===== src/rtl/serial_cmd_pkg.sv =====
// Shared definitions for the serial command framer and its decoder:
// default frame marker bytes, FSM state encoding and a saturating counter helper.
package serial_cmd_pkg;

  localparam logic [7:0] SOF_DEFAULT = 8'hFF;
  localparam logic [7:0] EOF_DEFAULT = 8'hEE;

  typedef enum logic [2:0] {
    ST_IDLE    = 3'd0,
    ST_COLLECT = 3'd1,
    ST_READY   = 3'd2,
    ST_ACK     = 3'd3,
    ST_FLUSH   = 3'd4
  } state_t;

  // Byte counters stick at 255 instead of wrapping.
  function automatic logic [7:0] sat_inc8(input logic [7:0] v);
    return (v == 8'hFF) ? v : v + 8'd1;
  endfunction

endpackage


===== src/rtl/byte_timeout_counter.sv =====
// Inter-byte idle timer for the command framer. Only present when
// SERIAL_CMD_FRAMER_TIMEOUT_EN is defined; the default build has no timer at all.
`ifdef SERIAL_CMD_FRAMER_TIMEOUT_EN
module byte_timeout_counter #(
  parameter int LIMIT = 50000
) (
  input  logic clk,
  input  logic rst,
  input  logic enable,
  input  logic restart,
  output logic expired
);

  localparam int CNT_W = $clog2(LIMIT + 1);

  logic [CNT_W-1:0] count;

  // Idle-cycle count: cleared on every byte, advances while enabled, parks at expiry.
  always_ff @(posedge clk or negedge rst) begin
    if (!rst)                    count <= '0;
    else if (restart)            count <= '0;
    else if (enable && !expired) count <= count + 1'b1;
  end

  // Expiry is flagged so the framer reacts on the LIMIT-th idle edge.
  always_comb begin
    expired = (count == CNT_W'(LIMIT - 1));
  end

endmodule
`endif


===== src/rtl/serial_cmd_framer.sv =====
// Serial command framer: collects UART bytes between SOF and EOF markers into
// the downstream frame FIFO and handshakes completed frames with the decoder.
// Optional inter-byte timeout: define SERIAL_CMD_FRAMER_TIMEOUT_EN.
//
//   state   | meaning
//   --------+-----------------------------------------------------------
//   IDLE    | hunting for SOF, other bytes silently discarded
//   COLLECT | pushing frame bytes until EOF, overlength or timeout
//   READY   | complete frame in FIFO, cmd_ready to decoder
//   ACK     | decoder done, acknowledge held until cmd_processed drops
//   FLUSH   | one-cycle FIFO clear, then back to IDLE
module serial_cmd_framer
  import serial_cmd_pkg::*;
#(
  parameter logic [7:0] SOF_BYTE        = SOF_DEFAULT,
  parameter logic [7:0] EOF_BYTE        = EOF_DEFAULT,
  parameter int         MAX_FRAME_BYTES = 16,
  parameter int         TIMEOUT_CYCLES  = 50000
) (
  input  logic       clk,
  input  logic       rst,
  input  logic       rx_data_valid,
  input  logic [7:0] rx_data,
  output logic       fifo_push,
  output logic [7:0] fifo_data,
  output logic       fifo_clear,
  output logic       cmd_ready,
  input  logic       cmd_processed,
  output logic       cmd_processed_received,
  output logic [7:0] frame_bytes,
  output logic       frame_error,
  output logic       rx_overrun
);

  generate
    if (MAX_FRAME_BYTES < 2 || MAX_FRAME_BYTES > 255) begin : g_bad_max
      $error("serial_cmd_framer: MAX_FRAME_BYTES must be in 2..255");
    end
    if (TIMEOUT_CYCLES < 1) begin : g_bad_timeout
      $error("serial_cmd_framer: TIMEOUT_CYCLES must be at least 1");
    end
  endgenerate

  localparam logic [7:0] MAX_B = 8'(MAX_FRAME_BYTES);

  state_t     state, state_next;
  logic       is_sof, is_eof, frame_full, timed_out;
  logic       push_d, err_d, overrun_d;
  logic [7:0] bytes_d;

  always_comb begin
    is_sof     = (rx_data == SOF_BYTE);
    is_eof     = (rx_data == EOF_BYTE);
    frame_full = (frame_bytes >= MAX_B);
  end

`ifdef SERIAL_CMD_FRAMER_TIMEOUT_EN
  logic to_enable, to_restart;

  // Timer only runs inside a frame and restarts on every received byte.
  always_comb begin
    to_enable  = (state == ST_COLLECT);
    to_restart = rx_data_valid || (state != ST_COLLECT);
  end

  byte_timeout_counter #(
    .LIMIT (TIMEOUT_CYCLES)
  ) u_timeout (
    .clk     (clk),
    .rst     (rst),
    .enable  (to_enable),
    .restart (to_restart),
    .expired (timed_out)
  );
`else
  // Without the timer a partial frame waits indefinitely for more bytes.
  always_comb begin
    timed_out = 1'b0;
  end
`endif

  // State register.
  always_ff @(posedge clk or negedge rst) begin
    if (!rst) state <= ST_IDLE;
    else      state <= state_next;
  end

  // Next-state decode.
  always_comb begin
    state_next = state;
    case (state)
      ST_IDLE:    if (rx_data_valid && is_sof) state_next = ST_COLLECT;
      ST_COLLECT: begin
        if (rx_data_valid) begin
          if (frame_full)  state_next = ST_FLUSH;
          else if (is_eof) state_next = ST_READY;
        end else if (timed_out) begin
          state_next = ST_FLUSH;
        end
      end
      ST_READY:   if (cmd_ready && cmd_processed) state_next = ST_ACK;
      ST_ACK:     if (!cmd_processed) state_next = ST_FLUSH;
      ST_FLUSH:   state_next = ST_IDLE;
      default:    state_next = ST_IDLE;
    endcase
  end

  // Output decode: Moore handshake outputs plus next values of the registered strobes.
  always_comb begin
    push_d    = 1'b0;
    err_d     = 1'b0;
    overrun_d = 1'b0;
    bytes_d   = frame_bytes;
    // cmd_ready waits until the EOF push has actually landed in the FIFO.
    cmd_ready              = (state == ST_READY) && !fifo_push;
    cmd_processed_received = (state == ST_ACK);
    fifo_clear             = (state == ST_FLUSH);
    case (state)
      ST_IDLE: begin
        if (rx_data_valid && is_sof) begin
          push_d  = 1'b1;
          bytes_d = 8'd1;
        end
      end
      ST_COLLECT: begin
        if (rx_data_valid) begin
          if (frame_full) begin
            err_d = 1'b1;
          end else begin
            push_d  = 1'b1;
            bytes_d = sat_inc8(frame_bytes);
          end
        end else if (timed_out) begin
          err_d = 1'b1;
        end
      end
      ST_READY, ST_ACK, ST_FLUSH: overrun_d = rx_data_valid;
      default: ;
    endcase
  end

  // Registered strobes, FIFO data and frame byte count.
  always_ff @(posedge clk or negedge rst) begin
    if (!rst) begin
      fifo_push   <= 1'b0;
      fifo_data   <= 8'h00;
      frame_bytes <= 8'h00;
      frame_error <= 1'b0;
      rx_overrun  <= 1'b0;
    end else begin
      fifo_push   <= push_d;
      if (push_d) fifo_data <= rx_data;
      frame_bytes <= bytes_d;
      frame_error <= err_d;
      rx_overrun  <= overrun_d;
    end
  end

endmodule


===== config.mk =====
export PLATFORM = sky130hd
export DESIGN_NAME = serial_cmd_framer
export DESIGN_NICKNAME = d
export VERILOG_FILES = /design/src/rtl/serial_cmd_pkg.sv /design/src/rtl/byte_timeout_counter.sv /design/src/rtl/serial_cmd_framer.sv
export SDC_FILE = /design/constraint.sdc
export NUM_CORES = 1
export LEC_CHECK = 0
export BUFFER_PORTS_ARGS = -buffer_cell sky130_fd_sc_hd__buf_2
export CAP_MARGIN = 15
export CORE_AREA = 2 2 56 58
export DETAILED_ROUTE_END_ITERATION = 8
export DIE_AREA = 0 0 58 60
export HOLD_SLACK_MARGIN = 0.06
export PLACE_DENSITY = 0.72
export SLEW_MARGIN = 20
export SYNTH_ARGS = -nofsm -noshare
export SYNTH_HDL_FRONTEND = slang
export SYNTH_SLANG_ARGS = --single-unit

===== constraint.sdc =====
create_clock -name clk -period 2.2 [get_ports clk]
set_clock_uncertainty 0.1 [all_clocks]
set_input_delay 0 -clock clk [delete_from_list [all_inputs] [get_ports clk]]
set_output_delay 0 -clock clk [all_outputs]
set_load 0.02 [all_outputs]

==> metrics.md <==
| Metric | Value |
|---|---|
| Drt total wl | 2.350 mm |
| First-pass GRT wire length | ~4.0 mm |
| Fraction of layout cells with a size suffix above 1 | 0.3778 |
| Post-CTS Repair Setup Buffers | 0 |
| # clock sinks | 22 |
| Area grow syn2layout | 29.41% |
| Synth unique cells | 35 |
| Reg2reg start | state[1] |
| Row cnt | 20 |
| Post-CTS sizing | 0 |
| Hold_ws | 0.07785 ns |
| Worst setup startpoint | state[1] |
| Switching portion of total power | 0.4012 |
| Fill cells | between 200 and 300 |
| Worst slew pin tran | about 0.63 ns |
| Synth Cell Area | 0.001094 mm2 |
| #FFs+latches synth | 22 |
| Overflow after GRT | 0 |
| Synthesized area per cell | between 10 and 15 um2 |
| Lkg Pwr | 0.0007430 uW |
| I/O Pins | 34 |
| DRC | 0 |
| R2r worst-path depth | 4 |
| Die width | just under 60 um |
| CP required | between 2 and 2.5 ns |
| Final hold vios | 0 |
| Die area | 0.003480 mm2 |
| CTS tree | done |
| Maximum clock frequency | between 400 and 500 MHz |
| Reg-to-Reg End | fifo_data[0] |
| Sw Pwr | about 690 uW |
| Setup Crit Path Kind | flip-flop to flip-flop |
| DR vias | ~860 |
| Min-delay worst type | input port to asynchronous set/reset pin |
| Clock network power share | 0.129 |
| ANT cells | 0 |
| CP endpoint | fifo_data[0] |
| Placer Congestion | 0.8160 |
| CTS buffer count | 3 |
| P per Cell Area | 1209 mW/mm2 |
| Startpoint types | flip-flop |
| Int Pwr | 1024 uW |
| Skew-Pair Late Insertion Delay | 0.30 ns |
| RSZ-0062 raised after global routing | no |
| Clock slew seen by the registers of the worst setup and hold paths | 0.12 ns |
| Total GRT Usage | 0.1483 |
| Reg2reg setup slack | approximately 0.18 ns |
| Final #Nets | 150 |
| Initial antenna violation count | 0 |
| Fin. max-slew vios | 0 |
| CP endpoint kind | flip-flop |
| H-Tree Depth | 1 |
| Total negative slack | 0 ns |
| DRT iter0 DRCs | 9 |
| Largest net degree at the start of global routing | 23 |
| Worst slew margin | 0.5770 |
| Vias per std cell | 5.095 |
| PortBufs | 33 |
| Die Height | 60 um |
| Root buffer cell | clkbuf_4 |
| DRT Pass-1 Iters | 4 |
| Max-Cap Viols | 0 |
| Status | complete, no violations |
| Vias in the first global route | 874 |
| Initial Utilization | 0.3767 |
| Syn_nets | 104 |
| Sequential Power Share | 0.395 |
| Min cycle time layout | 2.020 ns |
| Period Utilization, post-route | 0.9180 |
| Clock Path Buffers | 2 |
| Synth warnings | 0 |
| Hpwl dp | 1.664 mm |
| Worst-path maximum fanout | 11 |
| Cells after Synth | 90 |
| Final Setup Violations | 0 |
| Avg WL per Cell | 13.99 um |
| Register area share after synthesis | 0.5034 |
| Antenna-violating nets left | 0 |
| Placeable Area | 0.002903 mm2 |
| Gate power share | 0.476 |
| Critical Path AT | 2.12 ns |
| Worst vdd ir | 0.0007862 V |
-- timing repair --
action / 4_1_cts / 5_1_grt
hold endpoints to repair: 36 / 0
endpoints found under the setup margin: 0 / 0
hold buffers: 11 / 0
-- per-stage QoR --
stage,instance area [um2],power [uW],worst slack (ns),std cells,util
global route,1415,1822,0.07201,168,0.4875
detailed placement,1269,1480,0.1977,153,0.4371
global placement,1269,1459,0.2689,153,0.4371
finish,1415,1710,0.1803,168,0.4875
CTS,1415,1720,0.1691,168,0.4875
floorplan,1094,1269,0.3948,90,-
-- worst min path at each step --
| stage | to | slack, ns |
|---|---|---|
| 6_report | fifo_data[3] | 0.08 |
| 5_1_grt | fifo_data[0] | 0.12 |
| 4_1_cts | frame_bytes[5] | 0.09 |
| 3_5_place_dp | fifo_data[3] | -0.11 |
| 3_3_place_gp | fifo_data[3] | -0.12 |
| 2_1_floorplan | fifo_data[0] | -0.40 |
-- cells by family (layout without fill, tap and decap cells) --
group	Yosys count	in the layout	share of synthesized area
simple gates	34	34	0.2265
buf+inv	9	54	0.05263
compound gates	15	15	0.08811
mux	8	8	0.1064
fa+ha+maj	2	2	0.02288
flops	22	22	0.5034
-- final cells by class --
type	instances	area [um2]	area share
clock buffer	4	36.28	0.02564
sequential	22	550.5	0.3890
timing repair buffer	45	282.8	0.1998
multi-input combinational	59	485.5	0.3431
tap	33	41.29	0.02918
inverter	5	18.77	0.01326
-- flip-flops by register name, indices dropped and copies added, names as in the netlist --
signal,flops
rx_overrun,1
frame_bytes,8
frame_error,1
fifo_push,1
fifo_data,8
state,3
-- per-layer routing --
| layer | vias up | share of wire | track usage |
|---|---|---|---|
| met2 | 19 | 0.48 | 0.2468 |
| met5 | - | 0 | 0 |
| met3 | 4 | 0.049 | 0.02814 |
| met1 | 419 | 0.46 | 0.1948 |
| met4 | 0 | 0.011 | 0.04983 |
| li1 | 414 | - | - |
-- synth_stat cells --
master | count | area, um2
dfrtp_1 | 22 | 550.5
mux2_4 | 7 | 105.1
inv_1 | 5 | 18.77
o21ai_0 | 5 | 25.02
nor2_1 | 4 | 15.01
a31oi_1 | 3 | 18.77
and3_1 | 3 | 18.77
buf_6 | 3 | 33.78
nand2_1 | 3 | 11.26
nor2b_1 | 3 | 18.77
a21oi_1 | 2 | 10.01
and2_1 | 2 | 12.51
ha_1 | 2 | 25.02
nand3_1 | 2 | 10.01
nand4_1 | 2 | 12.51
nor3_1 | 2 | 10.01
nor3b_1 | 2 | 15.01
a32o_1 | 1 | 10.01
a41oi_1 | 1 | 8.760
and2b_1 | 1 | 7.510
buf_2 | 1 | 5.000
mux2_2 | 1 | 11.26
nand2b_1 | 1 | 6.260
nand2b_4 | 1 | 13.76
nand3b_1 | 1 | 7.510
nand4bb_1 | 1 | 11.26
nor2_2 | 1 | 6.260
nor3b_2 | 1 | 12.51
nor4_4 | 1 | 21.27
nor4b_4 | 1 | 23.77
o211a_1 | 1 | 10.01
o21a_1 | 1 | 7.510
o22ai_1 | 1 | 6.260
or3_1 | 1 | 6.260
or4_1 | 1 | 7.510
-- power groups by stage --
stage               clock (uW)  combinational [uW]  sequential [uW]
floorplan                    0                 482              787
global placement             0                 785              674
detailed placement           0                 803              677
CTS                        224                 822              674
global route               243                 879              700
finish                     220                 814              676
-- worst max-delay path, stage by stage, from the launching register on --
cell and delay [ns]:
dfrtp_1 0.52, nor3b_2 0.09, and3_1 0.26, nor2_2 0.54, mux2_2 0.40
-- cells in the final DEF (no fill, tap or decap), drive strengths merged, types with 2 or more instances in the layout --
cell type    instances
mux2                 8
nand2b               2
inv                  5
and3                 3
nor3                 2
nand2                3
nand4                2
buf                 34
clkbuf               4
nor3b                3
dlygate4sd3         11
o21ai                5
dfrtp               22
a21oi                2
a31oi                3
and2                 2
nor2                 5
nor2b                3
nand3                2
ha                   2
Power figures use the tool's default switching activity.
